==> src/rtl/softmax_arbiter.sv <==
// Round-robin arbiter sharing one softmax_approx engine among NUM_REQ requesters.
// Issues the engine start pulse, routes the done pulse back to the owner, aborts
// jobs that exceed a watchdog limit, and keeps a saturating busy-cycle counter.
module softmax_arbiter #(
  parameter int unsigned NUM_REQ        = 4,
  parameter int unsigned TIMEOUT_CYCLES = 1024,
  parameter int unsigned STAT_WIDTH     = 32,
  parameter int unsigned ID_WIDTH       = (NUM_REQ > 1) ? $clog2(NUM_REQ) : 1
) (
  input  logic                  clk,
  input  logic                  rst_n,
  input  logic [NUM_REQ-1:0]    req,
  output logic                  sm_start,
  input  logic                  sm_done,
  output logic [NUM_REQ-1:0]    grant,
  output logic [ID_WIDTH-1:0]   grant_id,
  output logic [NUM_REQ-1:0]    req_done,
  output logic                  busy,
  output logic                  timeout,
  output logic                  err_sticky,
  input  logic                  clr_stats,
  output logic [STAT_WIDTH-1:0] busy_cycles
);

  localparam int unsigned CntWidth = (TIMEOUT_CYCLES > 1) ? $clog2(TIMEOUT_CYCLES) : 1;
  localparam logic [CntWidth-1:0] CntMax = CntWidth'(TIMEOUT_CYCLES - 1);

  typedef enum logic [1:0] {
    StIdle,
    StIssue,
    StWait,
    StRelease
  } state_e;

  state_e              state;
  logic [ID_WIDTH-1:0] last_grant;
  logic [CntWidth-1:0] wait_cnt;
  logic                pick_valid;
  logic [ID_WIDTH-1:0] pick_id;
  logic                wd_fire;

  assign busy     = (state != StIdle);
  assign sm_start = (state == StIssue);
  // Done takes priority over the watchdog when both land in the same cycle.
  assign wd_fire  = (state == StWait) && !sm_done && (wait_cnt == CntMax);

  // Round-robin pick: first set request scanning upward from last_grant+1 with wrap.
  always_comb begin
    int unsigned idx;
    pick_valid = 1'b0;
    pick_id    = '0;
    idx        = 0;
    for (int unsigned off = 1; off <= NUM_REQ; off++) begin
      idx = (int'(last_grant) + off) % NUM_REQ;
      if (!pick_valid && req[idx]) begin
        pick_valid = 1'b1;
        pick_id    = ID_WIDTH'(idx);
      end
    end
  end

  // Main FSM with registered grant, completion and timeout pulses.
  always_ff @(posedge clk or negedge rst_n) begin
    if (!rst_n) begin
      state      <= StIdle;
      grant      <= '0;
      grant_id   <= '0;
      req_done   <= '0;
      timeout    <= 1'b0;
      wait_cnt   <= '0;
      last_grant <= ID_WIDTH'(NUM_REQ - 1);
    end else begin
      case (state)
        StIdle: begin
          req_done <= '0;
          timeout  <= 1'b0;
          if (pick_valid) begin
            grant    <= NUM_REQ'(1) << pick_id;
            grant_id <= pick_id;
            state    <= StIssue;
          end
        end
        StIssue: begin
          wait_cnt <= '0;
          state    <= StWait;
        end
        StWait: begin
          wait_cnt <= wait_cnt + 1'b1;
          if (sm_done) begin
            req_done <= grant;
            state    <= StRelease;
          end else if (wd_fire) begin
            timeout <= 1'b1;
            state   <= StRelease;
          end
        end
        StRelease: begin
          // Also serves as a bubble letting the engine return to idle.
          req_done   <= '0;
          timeout    <= 1'b0;
          last_grant <= grant_id;
          grant      <= '0;
          state      <= StIdle;
        end
        default: begin
          state <= StIdle;
          grant <= '0;
        end
      endcase
    end
  end

  // Statistics: saturating busy counter and sticky error flag, clear has priority.
  always_ff @(posedge clk or negedge rst_n) begin
    if (!rst_n) begin
      busy_cycles <= '0;
      err_sticky  <= 1'b0;
    end else if (clr_stats) begin
      busy_cycles <= '0;
      err_sticky  <= 1'b0;
    end else begin
      if (busy && (busy_cycles != {STAT_WIDTH{1'b1}})) begin
        busy_cycles <= busy_cycles + 1'b1;
      end
      if (wd_fire) begin
        err_sticky <= 1'b1;
      end
    end
  end

endmodule

==> config.mk <==
export PLATFORM = sky130hd
export DESIGN_NAME = softmax_arbiter
export DESIGN_NICKNAME = d
export VERILOG_FILES = /design/src/rtl/softmax_arbiter.sv
export SDC_FILE = /design/constraint.sdc
export NUM_CORES = 1
export LEC_CHECK = 0
export BUFFER_PORTS_ARGS = -buffer_cell sky130_fd_sc_hd__buf_2
export CAP_MARGIN = 15
export CORE_MARGIN = 2
export CORE_UTILIZATION = 51
export DETAILED_ROUTE_END_ITERATION = 8
export PLACE_DENSITY = 0.73
export SYNTH_ARGS = -nofsm -noshare
export SYNTH_HDL_FRONTEND = slang
export SYNTH_SLANG_ARGS = --single-unit
==> constraint.sdc <==
create_clock -name clk -period 1.9 [get_ports clk]
set_input_delay 0.095 -clock clk [delete_from_list [all_inputs] [get_ports clk]]
set_output_delay 0.095 -clock clk [all_outputs]
set_load 0.03 [all_outputs]
# After elaboration in Yosys (flattened, before gate mapping)
# Index checks and enable logic that the tools add are counted.
[word_totals]
word_cells = 84
out_inout_bits = 46
in_bits = 8
reg_bits = 58
[op_classes]
mux = 31
eq_ne = 10
magnitude_cmp = 4
n_shift = 1
add_sub_neg = 6
n_reduce_logical = 23
[op_table]
columns = ["operator", "n"]
rows = [
  ["32-bit two-way mux", 2],
  ["32-bit by 1-bit adder with 32-bit output, second input constant", 1],
  ["32-bit != test, second input constant", 1],
  ["10-bit one-hot mux with 2 select lines", 1],
  ["4-bit one-hot mux with 2 select lines", 2],
  ["2-bit two-way mux", 7],
  ["2-bit by 3-bit less-than comparator with 1-bit output, second input constant", 4],
  ["2-bit nonzero test", 6],
  ["1-bit two-way mux", 11],
  ["10-bit by 1-bit adder with 10-bit output, second input constant", 1],
  ["10-bit equality test, second input constant", 1],
  ["1-bit binary-select mux with 2-bit select", 4],
  ["4-bit two-way mux", 2],
  ["2-bit != test, second input constant", 4],
  ["2-bit one-hot mux with 4 select lines", 1],
  ["2-bit AND reduction", 4],
  ["1-bit logical AND", 6],
  ["2-bit by 1-bit adder with 2-bit output, second input constant", 2],
  ["2-bit adder, second input constant", 2],
  ["2-bit equality test, second input constant", 2],
  ["1-bit logical NOT", 4],
  ["1-bit by 2-bit left shift with 4-bit output, first input constant", 1],
  ["3-bit != test, second input constant", 1],
  ["3-bit AND reduction", 1],
  ["other kinds (4)", 4],
]

# Longest topological paths before layout
[logic_depth]
depth_word = 16
depth_mapped = 8
mapped_depth_nobuf = 6

# Least setup slack after synthesis
# OpenSTA, ideal clock, no wires.
[synth_path]
path_type = "reg-to-reg"
startpoint = "register busy_cycles[0]"
endpoint = "register busy_cycles[31]"
period_less_slack_ps = 2306
required_ps = 1775
arrival_time_ps = 2181
n_path_buf = 0
setup_time_ps = 125
path_slack_ps = -406
path_stages_with_launch = 7
cell_sequence = "dfrtp_1 -> ha_1 -> nand3_2 -> nor4_1 -> a211oi_1 -> nand4_1 -> mux2_2"
[synth_between]
elab_chain_len = 3
elab_cells_between_ends = 6
cone_classes = "add/sub (1); eq/ne (1); mux (2); reduce/logical (2)"
[synth_lines]
columns = ["item", "line", "text"]
rows = [
  ["start, declared", "22", "output logic [STAT_WIDTH-1:0] busy_cycles"],
  ["start signal, assigned", "123", "busy_cycles <= busy_cycles + 1'b1;"],
  ["32-bit by 1-bit adder with 32-bit output / 32-bit != test (equally long branches)", "123, 122", ""],
  ["32-bit two-way mux / 1-bit logical AND (equally long branches)", "122", "if (busy && (busy_cycles != {STAT_WIDTH{1'b1}})) begin"],
  ["32-bit two-way mux / 2-bit nonzero test (equally long branches)", "-", ""],
]
# Several ways; a longest one is shown, not always the timed one. The select of a mux whose other input is x is not followed.
# A chain may end at the register's enable or synchronous reset.

# Worst setup path after layout
[layout_path]
startpoint = "register busy_cycles[0]"
endpoint = "register busy_cycles[18]"
# The elaborated chain is that of the path after synthesis.

==> impl_metrics.json <==
{
  "start_util_pct": 53.0,
  "cts_tree": "built",
  "rsz0062_at_grt": "true",
  "cts_root_buf": "clkbuf_8",
  "p_leak_nw": 1.93,
  "critical_path_buf_inv_count": 0,
  "vdd_ir_drop_max_mv": 0.892,
  "drive_above_1_share_pct": 39.4,
  "path_max_fanout": 11,
  "syn-cell-area_um2": 3140,
  "finalCritPeriodShare_pct": 102,
  "yosys-top-cells-area": "dfrtp_1 45%, a21oi_1 3.8%, o21ai_0 3.7%",
  "grt_util_met3_pct": 5.11,
  "use_met1_pct": 34.5,
  "cp.arrival_ps": 2210,
  "synth.yosys.seq_area_share_pct": 46.3,
  "area_growth_pct": 33.7,
  "vias": 2950,
  "maxSlewHeadroom_pct": 65.9,
  "drt_first_pass_iters": 4,
  "drc": 0,
  "ys.warnings.count": 0,
  "ys_types": 47,
  "rows": 28,
  "synthArstFlopShare_pct": 100,
  "critPathTopFamily": "simple AND/OR/NAND/NOR gates",
  "failed_checks": "negative setup slack",
  "grt_pass1_wl_um": 12600,
  "synthCells": 334,
  "routed_wl_um": 8050,
  "pre_cts_ws_ps": -34.7,
  "place.gp.congestion": 0.773,
  "skew_ps": 9.08,
  "grt_util_met2_pct": 36.9,
  "setup_ws_ps": -44.8,
  "outcome": "finished with violations",
  "fin_tns_setup_ps": -166,
  "die_area_um2": 6800,
  "r2r_slack_ps": -40,
  "whs_ps": 153,
  "cts_buffers": 9,
  "grt_max_degree": 34,
  "finalHoldViolCount": 0,
  "gr-total-overflow": 0,
  "finalNonFillerCells": 517,
  "hp-class": "primary input to flip-flop",
  "cp-end-kind": "flip-flop",
  "cp_slowest_stage_delay_ps": 410,
  "start_kind": "flip-flop",
  "clock_latency_ps": 350,
  "clkSlewWorstSetupHoldPaths_ps": 70,
  "cp_data_required_time_ps": 2170,
  "finalMaxSlewViolations": 0,
  "syn-num-nets": 350,
  "drtIter0Drc": 176,
  "crit_chain": "ha_4, nand3_4, or3_4, a211o_4, or3_1, a21oi_2",
  "synth.avg_cell_area_um2": 9.40,
  "synthFlopType": "dfrtp_1",
  "die_h_um": 82.5,
  "via_per_inst": 5.71,
  "die_w_um": 82.5,
  "tightestPinTransition_ps": 510,
  "crit_type": "flip-flop to flip-flop",
  "antenna_found_initial": 0,
  "top_usage_layer": "met2",
  "synth_edf_count": 0,
  "ant_nets": 0,
  "cap_violations": 0,
  "diodes": 0,
  "numPortBuffers": 53,
  "wl_per_cell_um": 15.6,
  "nNetsFinal": 453,
  "htreeDepth": 3,
  "yosys.area.top_type_share_pct": 44.6,
  "clock_sinks": 58,
  "grt_pass1_vias": 2704,
  "core_um2": 5920,
  "synth-seq-cells": 58,
  "period_needed_ps": 1940,
  "post-place-cells": 495,
  "synth_top_area_cell": "dfrtp_1",
  "setup_viol": 6,
  "fmax_mhz": 514,
  "io-pin-count": 54,
  "crit_slowest_cell": "or3_4",
  "grt.total_usage_pct": 24.4,
  "fillCellCount": 462,
  "clockBufferDepth": 2,
  "power_per_cell_area_nw_per_um2": 1030,
  "hpwl_um": 5540
}
[cell families after synthesis]
group | share of synthesized area, %
AOI/OAI and AO/OA | 16.3
adders and majority gates | 3.19
xor gates and xnor gates | 3.07
muxes | 3.79
DFF | 46.3
and+or+nand+nor | 24.4
buffers and inverters | 2.95
[power by group]
group,total [mW],internal (mW),switching [mW]
combinational,1.72,0.660,1.05
clock,1.02,0.538,0.481
sequential,1.59,1.45,0.144
total,4.33,2.65,1.68
[path summary, 6_finish.rpt]
| check | endpoint | from | depth (start not counted) |
|---|---|---|---|
| max | busy_cycles[18]$_DFFE_PN0P_ | busy_cycles[0]$_DFFE_PN0P_ | 6 |
| min in group asynchronous | busy_cycles[15]$_DFFE_PN0P_ | rst_n | 3 |
| min | timeout$_DFFE_PN0P_ | sm_done | 4 |
| max in group asynchronous | busy_cycles[5]$_DFFE_PN0P_ | rst_n | 3 |
| max reg2reg | busy_cycles[18]$_DFFE_PN0P_ | busy_cycles[0]$_DFFE_PN0P_ | 6 |
| min reg2reg | req_done[2]$_DFFE_PN0P_ | req_done[2]$_DFFE_PN0P_ | 2 |
[area by class of cell]
type	count	area (µm²)	share of cell area, %
Clock buffer	13	159	3.79
Tap cell	75	93.8	2.24
Sequential cell	58	1470	35.1
Inverter	11	41.3	0.984
Multi-Input combinational cell	252	1750	41.6
Clock inverter	3	15.0	0.358
Timing Repair Buffer	105	671	16.0
[what timing repair did]
item	in CTS	in global routing
buffers inserted	0	5
endpoints found under the setup margin	6	19
hold buffers	1	0
pin swaps	0	5
resized for setup	4	19
endpoints found under the hold margin	56	0
[worst register-to-register path: cells and delay by family (launching register included)]
kind / cells / cell delay [ps]
DFF: 1 / 390
AOI/OAI and AO/OA: 2 / 500
adders and majority gates: 1 / 150
and+or+nand+nor: 3 / 830
[cell usage after synthesis, types with 7 or more instances]
| master | instances |
|---|---|
| nand3_1 | 16 |
| inv_1 | 11 |
| nand2b_1 | 11 |
| nand4_1 | 9 |
| xnor2_1 | 10 |
| nor2_1 | 28 |
| mux2_2 | 7 |
| nand2_1 | 30 |
| clkbuf_1 | 11 |
| o31ai_1 | 7 |
| a21oi_1 | 24 |
| o21ai_0 | 23 |
| or3_1 | 10 |
| dfrtp_1 | 56 |
| ha_1 | 8 |
| nor2b_1 | 7 |
[cell usage in the layout, fill, tap and decap left out, types with 3 or more instances in the layout]
| master | n |
|---|---|
| a21oi_1 | 19 |
| a21oi_2 | 5 |
| a22o_1 | 3 |
| a31o_2 | 3 |
| a31oi_1 | 3 |
| and3_1 | 6 |
| and4_1 | 3 |
| buf_2 | 53 |
| buf_4 | 50 |
| clkbuf_8 | 11 |
| clkinv_2 | 3 |
| dfrtp_1 | 41 |
| dfrtp_2 | 15 |
| ha_1 | 6 |
| inv_1 | 11 |
| mux2_2 | 7 |
| mux2i_1 | 4 |
| nand2_1 | 30 |
| nand2b_1 | 11 |
| nand3_1 | 14 |
| nand4_1 | 9 |
| nor2_1 | 27 |
| nor2b_1 | 7 |
| o21ai_0 | 23 |
| o31ai_1 | 7 |
| or3_1 | 9 |
| or4_1 | 4 |
| xnor2_1 | 10 |
[sequential cells by signal, indices dropped and copies added (netlist names)]
signal / cells
req_done: 4
state: 2
err_sticky: 1
grant_id: 2
last_grant: 2
busy_cycles: 32
grant: 4
timeout: 1
wait_cnt: 10
[metrics by stage]
step                power, mW  instance area (µm²)  util [%]
floorplan                2.71                 3200         -
global placement         3.25                 3860      65.3
detailed placement       3.30                 3860      65.3
CTS                      4.32                 4070      68.7
global route             4.59                 4200      70.9
finish                   4.33                 4200      70.9
[layer usage]
| metal | vias up | part of all wire, % |
|---|---|---|
| li1 | 1431 | - |
| met1 | 1434 | 46 |
| met2 | 70 | 47 |
| met3 | 15 | 4.8 |
| met4 | 0 | 2.1 |
| met5 | - | 0 |
Note: power is estimated with default switching activity, not from simulation.
